**src/rtl/sw_lookup_engine.sv**
```systemverilog
// Unit-propagation switch engine: simplifies streamed clauses against the current unit literal.
// Define SW_CONFLICT_DETECT_EN to add the sticky 'conflict' output.

// Show-ahead unit-literal FIFO with wrap-bit pointers.
module sw_ucq #(
  parameter int unsigned LIT_W = 11,
  parameter int unsigned DEPTH = 8
) (
  input  logic             clk,
  input  logic             rst_n,
  input  logic             push,
  input  logic [LIT_W-1:0] din,
  input  logic             pop,
  output logic [LIT_W-1:0] head_c,
  output logic             full_c,
  output logic             empty_c
);
  localparam int unsigned AW = $clog2(DEPTH);

  logic [AW:0]      head_r, tail_r;
  logic [LIT_W-1:0] entry_r [DEPTH];
  logic             push_ok, pop_ok;

  assign empty_c = (head_r == tail_r);
  assign full_c  = (head_r[AW-1:0] == tail_r[AW-1:0]) && (head_r[AW] != tail_r[AW]);
  assign pop_ok  = pop && !empty_c;
  // A pop frees the slot the push lands in, so a full FIFO still accepts push+pop.
  assign push_ok = push && (!full_c || pop_ok);
  assign head_c  = entry_r[head_r[AW-1:0]];

  always_ff @(posedge clk) begin
    if (rst_n) begin
      head_r <= '0;
      tail_r <= '0;
      for (int unsigned i = 0; i < DEPTH; i++) entry_r[i] <= '0;
    end else begin
      if (push_ok) begin
        entry_r[tail_r[AW-1:0]] <= din;
        tail_r <= tail_r + (AW+1)'(1);
      end
      if (pop_ok) head_r <= head_r + (AW+1)'(1);
    end
  end
endmodule

// Clause queue; write side only, contents are consumed outside this block.
module sw_clq #(
  parameter int unsigned LIT_W      = 11,
  parameter int unsigned CLA_LENGTH = 3,
  parameter int unsigned DEPTH      = 16
) (
  input  logic                        clk,
  input  logic                        rst_n,
  input  logic                        push,
  input  logic [LIT_W*CLA_LENGTH-1:0] din
);
  localparam int unsigned AW = $clog2(DEPTH);

  logic [AW:0]      head, tail;
  logic [LIT_W-1:0] buffer [DEPTH][CLA_LENGTH];
  logic             full_c;

  assign full_c = (head[AW-1:0] == tail[AW-1:0]) && (head[AW] != tail[AW]);

  always_ff @(posedge clk) begin
    if (rst_n) begin
      head <= '0;
      tail <= '0;
      for (int unsigned i = 0; i < DEPTH; i++)
        for (int unsigned j = 0; j < CLA_LENGTH; j++) buffer[i][j] <= '0;
    end else if (push && !full_c) begin
      for (int unsigned j = 0; j < CLA_LENGTH; j++)
        buffer[tail[AW-1:0]][j] <= din[j*LIT_W +: LIT_W];
      tail <= tail + (AW+1)'(1);
    end
  end
endmodule

module sw_lookup_engine #(
  parameter int unsigned LIT_W      = 11,
  parameter int unsigned CLA_LENGTH = 3,
  parameter int unsigned UCQ_SIZE   = 8,
  parameter int unsigned CLQ_DEPTH  = 16
) (
  input  logic                        clk,
  input  logic                        rst_n,
  input  logic                        ucarb2UCQ_in_pop,
  output logic [LIT_W-1:0]            UCQ_in2uarb_uc,
  output logic                        UCQ_in_empty,
  input  logic [LIT_W-1:0]            ucarb2UCQ_out_uc,
  input  logic                        ucarb2UCQ_out_push,
  output logic                        UCQ_out_full,
  input  logic [LIT_W*CLA_LENGTH-1:0] carb2sw_cla,
  input  logic                        carb2sw_valid
`ifdef SW_CONFLICT_DETECT_EN
  ,
  output logic                        conflict
`endif
);
  localparam int unsigned CLA_W = LIT_W * CLA_LENGTH;
  localparam int unsigned CNT_W = $clog2(CLA_LENGTH + 1);

  logic             stg_v;
  logic [CLA_W-1:0] stg_cla;
  logic [LIT_W-1:0] cur_lit;

  logic             ucq_out_empty, ucq_in_full;
  logic [LIT_W-1:0] ucq_out_head;
  logic             is_hdr_c, is_cla_c, sat_c, hdr_pop_c;
  logic             clq_push_c, ucq_in_push_c, conflict_c;
  logic [CLA_W-1:0] res_c, clq_din_c;
  logic [CNT_W-1:0] n_c;
  logic [LIT_W-1:0] unit_c, neg_u_c;

  // Stage 0: capture the arbiter beat.
  always_ff @(posedge clk) begin
    if (rst_n) begin
      stg_v   <= 1'b0;
      stg_cla <= '0;
    end else begin
      stg_v   <= carb2sw_valid;
      stg_cla <= carb2sw_cla;
    end
  end

  assign is_hdr_c = stg_v && (stg_cla == '0);
  assign is_cla_c = stg_v && (stg_cla != '0);
  assign neg_u_c  = LIT_W'(~cur_lit + LIT_W'(1));

  // Stage 1: satisfaction test, falsified-literal removal and survivor count.
  always_comb begin
    sat_c  = 1'b0;
    res_c  = stg_cla;
    n_c    = '0;
    unit_c = '0;
    for (int unsigned i = 0; i < CLA_LENGTH; i++) begin
      if (cur_lit != '0 && stg_cla[i*LIT_W +: LIT_W] == cur_lit) sat_c = 1'b1;
      if (cur_lit != '0 && stg_cla[i*LIT_W +: LIT_W] == neg_u_c) res_c[i*LIT_W +: LIT_W] = '0;
    end
    for (int unsigned i = 0; i < CLA_LENGTH; i++) begin
      if (res_c[i*LIT_W +: LIT_W] != '0) begin
        n_c    = n_c + CNT_W'(1);
        unit_c = res_c[i*LIT_W +: LIT_W];
      end
    end
  end

  assign hdr_pop_c     = is_hdr_c && !ucq_out_empty;
  assign clq_push_c    = is_hdr_c || (is_cla_c && !sat_c && n_c != '0);
  assign clq_din_c     = is_hdr_c ? stg_cla : res_c;
  assign ucq_in_push_c = is_cla_c && !sat_c && (n_c == CNT_W'(1)) &&
                         (!ucq_in_full || (ucarb2UCQ_in_pop && !UCQ_in_empty));
  assign conflict_c    = is_cla_c && !sat_c && (n_c == '0);

  // Current unit literal is refreshed only by a header.
  always_ff @(posedge clk) begin
    if (rst_n)         cur_lit <= '0;
    else if (is_hdr_c) cur_lit <= ucq_out_empty ? '0 : ucq_out_head;
  end

`ifdef SW_CONFLICT_DETECT_EN
  always_ff @(posedge clk) begin
    if (rst_n)           conflict <= 1'b0;
    else if (conflict_c) conflict <= 1'b1;
  end
`else
  logic unused_conflict_c;
  assign unused_conflict_c = conflict_c;
`endif

  sw_ucq #(.LIT_W(LIT_W), .DEPTH(UCQ_SIZE)) u_ucq_out (
    .clk    (clk),
    .rst_n  (rst_n),
    .push   (ucarb2UCQ_out_push),
    .din    (ucarb2UCQ_out_uc),
    .pop    (hdr_pop_c),
    .head_c (ucq_out_head),
    .full_c (UCQ_out_full),
    .empty_c(ucq_out_empty)
  );

  sw_ucq #(.LIT_W(LIT_W), .DEPTH(UCQ_SIZE)) u_ucq_in (
    .clk    (clk),
    .rst_n  (rst_n),
    .push   (ucq_in_push_c),
    .din    (unit_c),
    .pop    (ucarb2UCQ_in_pop),
    .head_c (UCQ_in2uarb_uc),
    .full_c (ucq_in_full),
    .empty_c(UCQ_in_empty)
  );

  sw_clq #(.LIT_W(LIT_W), .CLA_LENGTH(CLA_LENGTH), .DEPTH(CLQ_DEPTH)) u_clq (
    .clk  (clk),
    .rst_n(rst_n),
    .push (clq_push_c),
    .din  (clq_din_c)
  );
endmodule

```
**config.mk**
```make
export PLATFORM = sky130hd
export DESIGN_NAME = sw_lookup_engine
export DESIGN_NICKNAME = d
export VERILOG_FILES = /design/src/rtl/sw_lookup_engine.sv
export SDC_FILE = /design/constraint.sdc
export NUM_CORES = 1
export LEC_CHECK = 0
export ABC_AREA = 0
export ABC_CLOCK_PERIOD_IN_PS = 9700
export BUFFER_PORTS_ARGS = -buffer_cell sky130_fd_sc_hd__buf_2
export CORE_ASPECT_RATIO = 0.6
export CORE_MARGIN = 2
export CORE_UTILIZATION = 36
export DETAILED_ROUTE_END_ITERATION = 10
export PLACE_DENSITY_LB_ADDON = 0.15
export SLEW_MARGIN = 15
export SYNTH_ARGS = -nofsm -noshare
export SYNTH_HDL_FRONTEND = slang
export SYNTH_SLANG_ARGS = --single-unit
export TNS_END_PERCENT = 30
```
**constraint.sdc**
```tcl
create_clock -name clk -period 9.7 [get_ports clk]
set_input_delay 1.455 -clock clk [delete_from_list [all_inputs] [get_ports clk]]
set_output_delay 1.455 -clock clk [all_outputs]
set_load 0.01 [all_outputs]
```
# After elaboration in Yosys (flattened, before gate mapping)
# Memories as Yosys holds them, arrays and structs flattened. A register that Yosys moved wholly into a read port is not among the register bits.
# Index checks and enable logic that the tools add are counted.
[word_totals]
register_bits = 61
ramBits = 176
n_memories = 2
[op_classes]
add_sub_neg = 7
eq_ne = 13
mux = 31
bitwise = 1
reduce_logical = 33
[mem_list]
columns = ["name", "words", "word_bits", "read_ports", "rd_ports_with_merged_regs", "write_ports", "line_no", "rtl"]
rows = [
  ["u_ucq_in.entry_r", 8, 11, 1, 1, 8, "21", "logic [LIT_W-1:0] entry_r [DEPTH];"],
  ["u_ucq_out.entry_r", 8, 11, 1, 1, 8, "21", ""],
]
[op_table]
columns = ["op", "count"]
rows = [
  ["2-to-1 mux 11 bit", 9],
  ["equality test 11 bit", 6],
  ["nonzero test 11 bit", 4],
  ["logical NOT 33 bit", 1],
  ["nonzero test 33 bit", 1],
  ["OR reduction 11 bit", 2],
  ["logical AND 1 bit", 18],
  ["2-to-1 mux 3 bit", 6],
  ["adder 4 x 1 -> 4 bit (second input constant)", 4],
  ["2-to-1 mux 1 bit", 14],
  ["adder 11 x 1 -> 11 bit (second input constant)", 1],
  ["inverter 11 bit", 1],
  ["equality test 4 bit", 2],
  ["equality test 3 bit", 2],
  ["logical NOT 1 bit", 5],
  ["adder 2 x 1 -> 2 bit (second input constant)", 2],
  ["2-to-1 mux 2 bit", 2],
  ["equality test 2 x 1 -> 1 bit (second input constant)", 1],
  ["logical OR 1 bit", 2],
  ["inequality test 1 bit", 2],
]

# Longest topological paths before layout
[logic_depth]
word_depth = 20
ltp_mapped = 20
ltp_nobuf = 16

# Cells and area by module
# From an unflattened synthesis, not the netlist that was laid out.
[hier_totals]
cells_unflattened = 1074
hier_area_um2 = 12246.7
[by_module_without_submodules]
columns = ["mod", "instances", "cells_each", "area_each_um2", "seq_area_each_um2"]
rows = [
  ["sw_ucq", 2, 340, 4528.1, 2862.7],
  ["sw_lookup_engine", 1, 394, 3190.6, 900.9],
]

# Worst setup path before layout
# Ideal clock, no wire load.
[synth_path]
kind = "reg-to-reg"
start = "register cur_lit[1]"
end = "memory u_ucq_in.entry_r[6][0], enable pin"
setup_time_ps = 381
t_arrival_ps = 4678
slack_ps = 4641
path_stages_with_launch = 19
n_path_buf = 2
period_less_slack_ps = 5059
cell_sequence = "dfxtp_1 buf_2 inv_1 ha_1 or3b_2 nor3_1 xnor2_1 xnor2_1 or4_1 buf_2 and2_1 inv_1 ha_1 nand2b_1 mux2i_1 nor3b_1 o211a_1 nor2_1 o21bai_1"
[synth_rtl]
columns = ["item", "line_no", "rtl"]
rows = [
  ["start, declared", "105", "logic [LIT_W-1:0] cur_lit;"],
  ["start signal, assigned", "158", "else if (is_hdr_c) cur_lit <= ucq_out_empty ? '0 : ucq_out_head;"],
  ["end, declared", "21", ""],
]

==> results.md <==
* Syn_area_per_cell at 13.0 µm²
* Yosys top cell area share at 43.4%
* RSZ-0062 raised after global routing: no
* Setup Buffers After CTS at 0
* Critical Path AT at 6.29 ns
* Cell Area, Synth at 12200 µm²
* Post-synth cell types at 76
* Critical path endpoint category: flip-flop
* Initial antenna violation count at 0
* Critical-path cell list: inv_1, ha_1, or3b_2, a2111o_1, a2111oi_0, nand4_1, nand2_1, inv_1, ha_1, nand2b_1, mux2i_1, nor3b_1, o211ai_1, a21o_1, nand2b_1
* Top cells by count, synth: edfxtp_1, and2_1, a21oi_1
* Routability Congestion at 0.935
* Worst-Margin Slew at 1.07 ns
* Final Slew Violations at 0
* Maximum Capacitance Violations at 0
* FILL cells at 3132
* F_max at 163 MHz
* Layout Nets at 1028
* Syn Inst Count at 934
* Post-CTS resize count at 0
* Largest net degree at the start of global routing at 47
* Pre-antenna DRT Iters at 5
* FFs w/ async S/R, synth at 0%
* Final hold vios at 0
* Dpl ws at 3.55 ns
* Largest delay contributor family on the critical path: simple AND/OR/NAND/NOR gates
* Synth top area cells: edfxtp_1, dfxtp_1, mux4_2
* Chip height at 146 µm
* Final worst slack at 3.58 ns
* PortBufs at 61
* Via Count at 7778
* Initial core utilization at 36.3%
* Predominant post-synthesis flop cell: edfxtp_1
* Area occupied by multi-input gates at 5230 µm²
* Crit-path max FO at 13
* Clock transition at the registers of the reported paths at 0.06 ns
* Static leakage at 4.81 nW
* CTS Sinks at 243
* Endpoints failing setup at 0
* Layout cells sized above 1 at 23.5%
* CTS Buf Count at 26
* Clock root cell: clkbuf_16
* Longest Clk Path Bufs at 3
* #FFs+latches synth at 243
* Row count at 52
* Tot GR Track Use at 19.1%
* Initial DRC count at 718
* Pwr Density at 179 nW/µm²
* First-pass GRT wire length at 50400 µm
* CTS tree: built
* Via density at 5.36
* H-tree Lvls at 1
* Complex-gate fraction of the synthesized area at 10.5%
* CP startpoint kind: flip-flop
* Outcome: finished, final reports clean
* Clock skew at 0.0128 ns
* Crit-path slowest cell: nand2_1
* CTS Hold Bufs at 0
* Core area at 33500 µm²
* Ant diodes at 0
* WP data required at 9.87 ns
* Rel. slew slack at 28.6%
* VDD IR max at 101 µV
* I/O pin total at 62
* Design Power at 2.50 mW
* Vias in the first global route at 7708
* WL per Instance at 22.6 µm
* Max incr delay on CP at 0.66 ns
* Post-Synth Adder-Cell Area at 0.719%
* Final min period at 6.12 ns
* Post-synthesis mux area share at 10.8%
* Area leader, netlist: edfxtp_1
* Setup_tns at 0 ns
* Post-Synth XOR/XNOR Area at 5.23%
* Storage cell area at 6630 µm²
* Post-Synth Simple-Gate Area at 15.6%
* Antenna viol nets, final at 0
* Drt drc at 0
* Most common cell in the netlist: edfxtp_1
* GRT Residual Overflow at 0
* Sequential area share after synthesis at 54.4%
* Fin Hold WS at 0.537 ns
* Hold Crit Class: flip-flop to flip-flop
* DP HPWL at 24000 µm
* P&R area growth vs syn at 14.2%
* Final WL at 32800 µm
* Ys Warns at 0
* CP Class: flip-flop to flip-flop
* Clk_lat worst skew at 0.54 ns
* Crit share post-route at 63.1%
* Die area at 35400 µm²
* Die width at 241 µm
* CP Buf/Inv Count at 2
* EDFF count, synth at 176
* Largest family of logic cells by synthesized area: simple AND/OR/NAND/NOR gates
* Syn Nets at 990
[sequential cells by signal, summed over array words and instances, names as in the netlist, named ones only]
name	count
u_ucq_out.tail_r	4
stg_cla	33
u_ucq_in.head_r	4
stg_v	1
cur_lit	11
u_ucq_out.head_r	4
u_ucq_out.entry_r	88
u_ucq_in.tail_r	4
u_ucq_in.entry_r	88
[cells in the final DEF (no fill, tap or decap), types with 15 or more instances in the layout]
cell,instances
mux4_2,44
xor2_1,27
nor3_1,20
nor2_1,34
edfxtp_1,176
clkbuf_16,27
mux2_2,24
buf_2,61
a21oi_1,69
a211oi_1,23
and2_1,91
xnor2_1,38
nand2_1,15
dfxtp_1,67
nor4_1,15
buf_4,15
nor2b_1,40
[layout make-up]
cell class	instances	area share, %
Timing Repair Buffer	76	3.01
Tap cell	459	4.13
Clock inverter	17	2.34
Multi-Input combinational cell	614	37.6
Sequential cell	243	47.7
Inverter	11	0.297
Clock buffer	31	4.97
[path summary, 6_finish.rpt]
| path | start | endpoint | slack, ns | cells past startpoint |
|---|---|---|---|---|
| setup / recovery | cur_lit[1] | u_ucq_in.entry_r[1][10] | 3.58 | 15 |
| hold / removal | u_ucq_out.tail_r[3] | u_ucq_out.tail_r[3] | 0.54 | 2 |
| setup reg to reg | cur_lit[1] | u_ucq_in.entry_r[1][10] | 3.58 | 15 |
| hold reg to reg | u_ucq_out.tail_r[3] | u_ucq_out.tail_r[3] | 0.54 | 2 |
[stage by stage]
step	cell area [µm²]	instances	util [%]
2_1_floorplan	12200	934	-
3_3_place_gp	12900	1403	38.5
3_5_place_dp	12900	1403	38.5
4_1_cts	13900	1451	41.5
5_1_grt	13900	1451	41.5
6_report	13900	1451	41.5
[per-layer routing]
metal  vias up  GRT usage [%]  part of all wire [%]
li1       3606              -                     -
met1      3877           34.5                    56
met2       252           22.1                    35
met3        43           3.54                   7.5
met4         0           3.70                   1.6
met5         -              0                     0
[kinds of logic (layout without fill, tap and decap cells)]
| group | after synthesis | after routing |
|---|---|---|
| AOI/OAI and AO/OA | 163 | 163 |
| xor gates and xnor gates | 68 | 68 |
| adders and majority gates | 7 | 7 |
| buffers and inverters | 77 | 135 |
| DFF | 243 | 243 |
| muxes | 73 | 73 |
| and+or+nand+nor | 303 | 303 |
[tightest hold or removal path: stages, from the launching register on]
cell and delay (ns):
dfxtp_1 0.36, xor2_1 0.08, nor2_1 0.07
[report_power, final]
group,internal (mW),total [mW],switching (mW)
Sequential,1.15,1.18,0.0305
Combinational,0.0528,0.133,0.0806
Clock,0.751,1.18,0.429
Total,1.96,2.50,0.540
No activity file was read; power rests on OpenSTA's default activity.
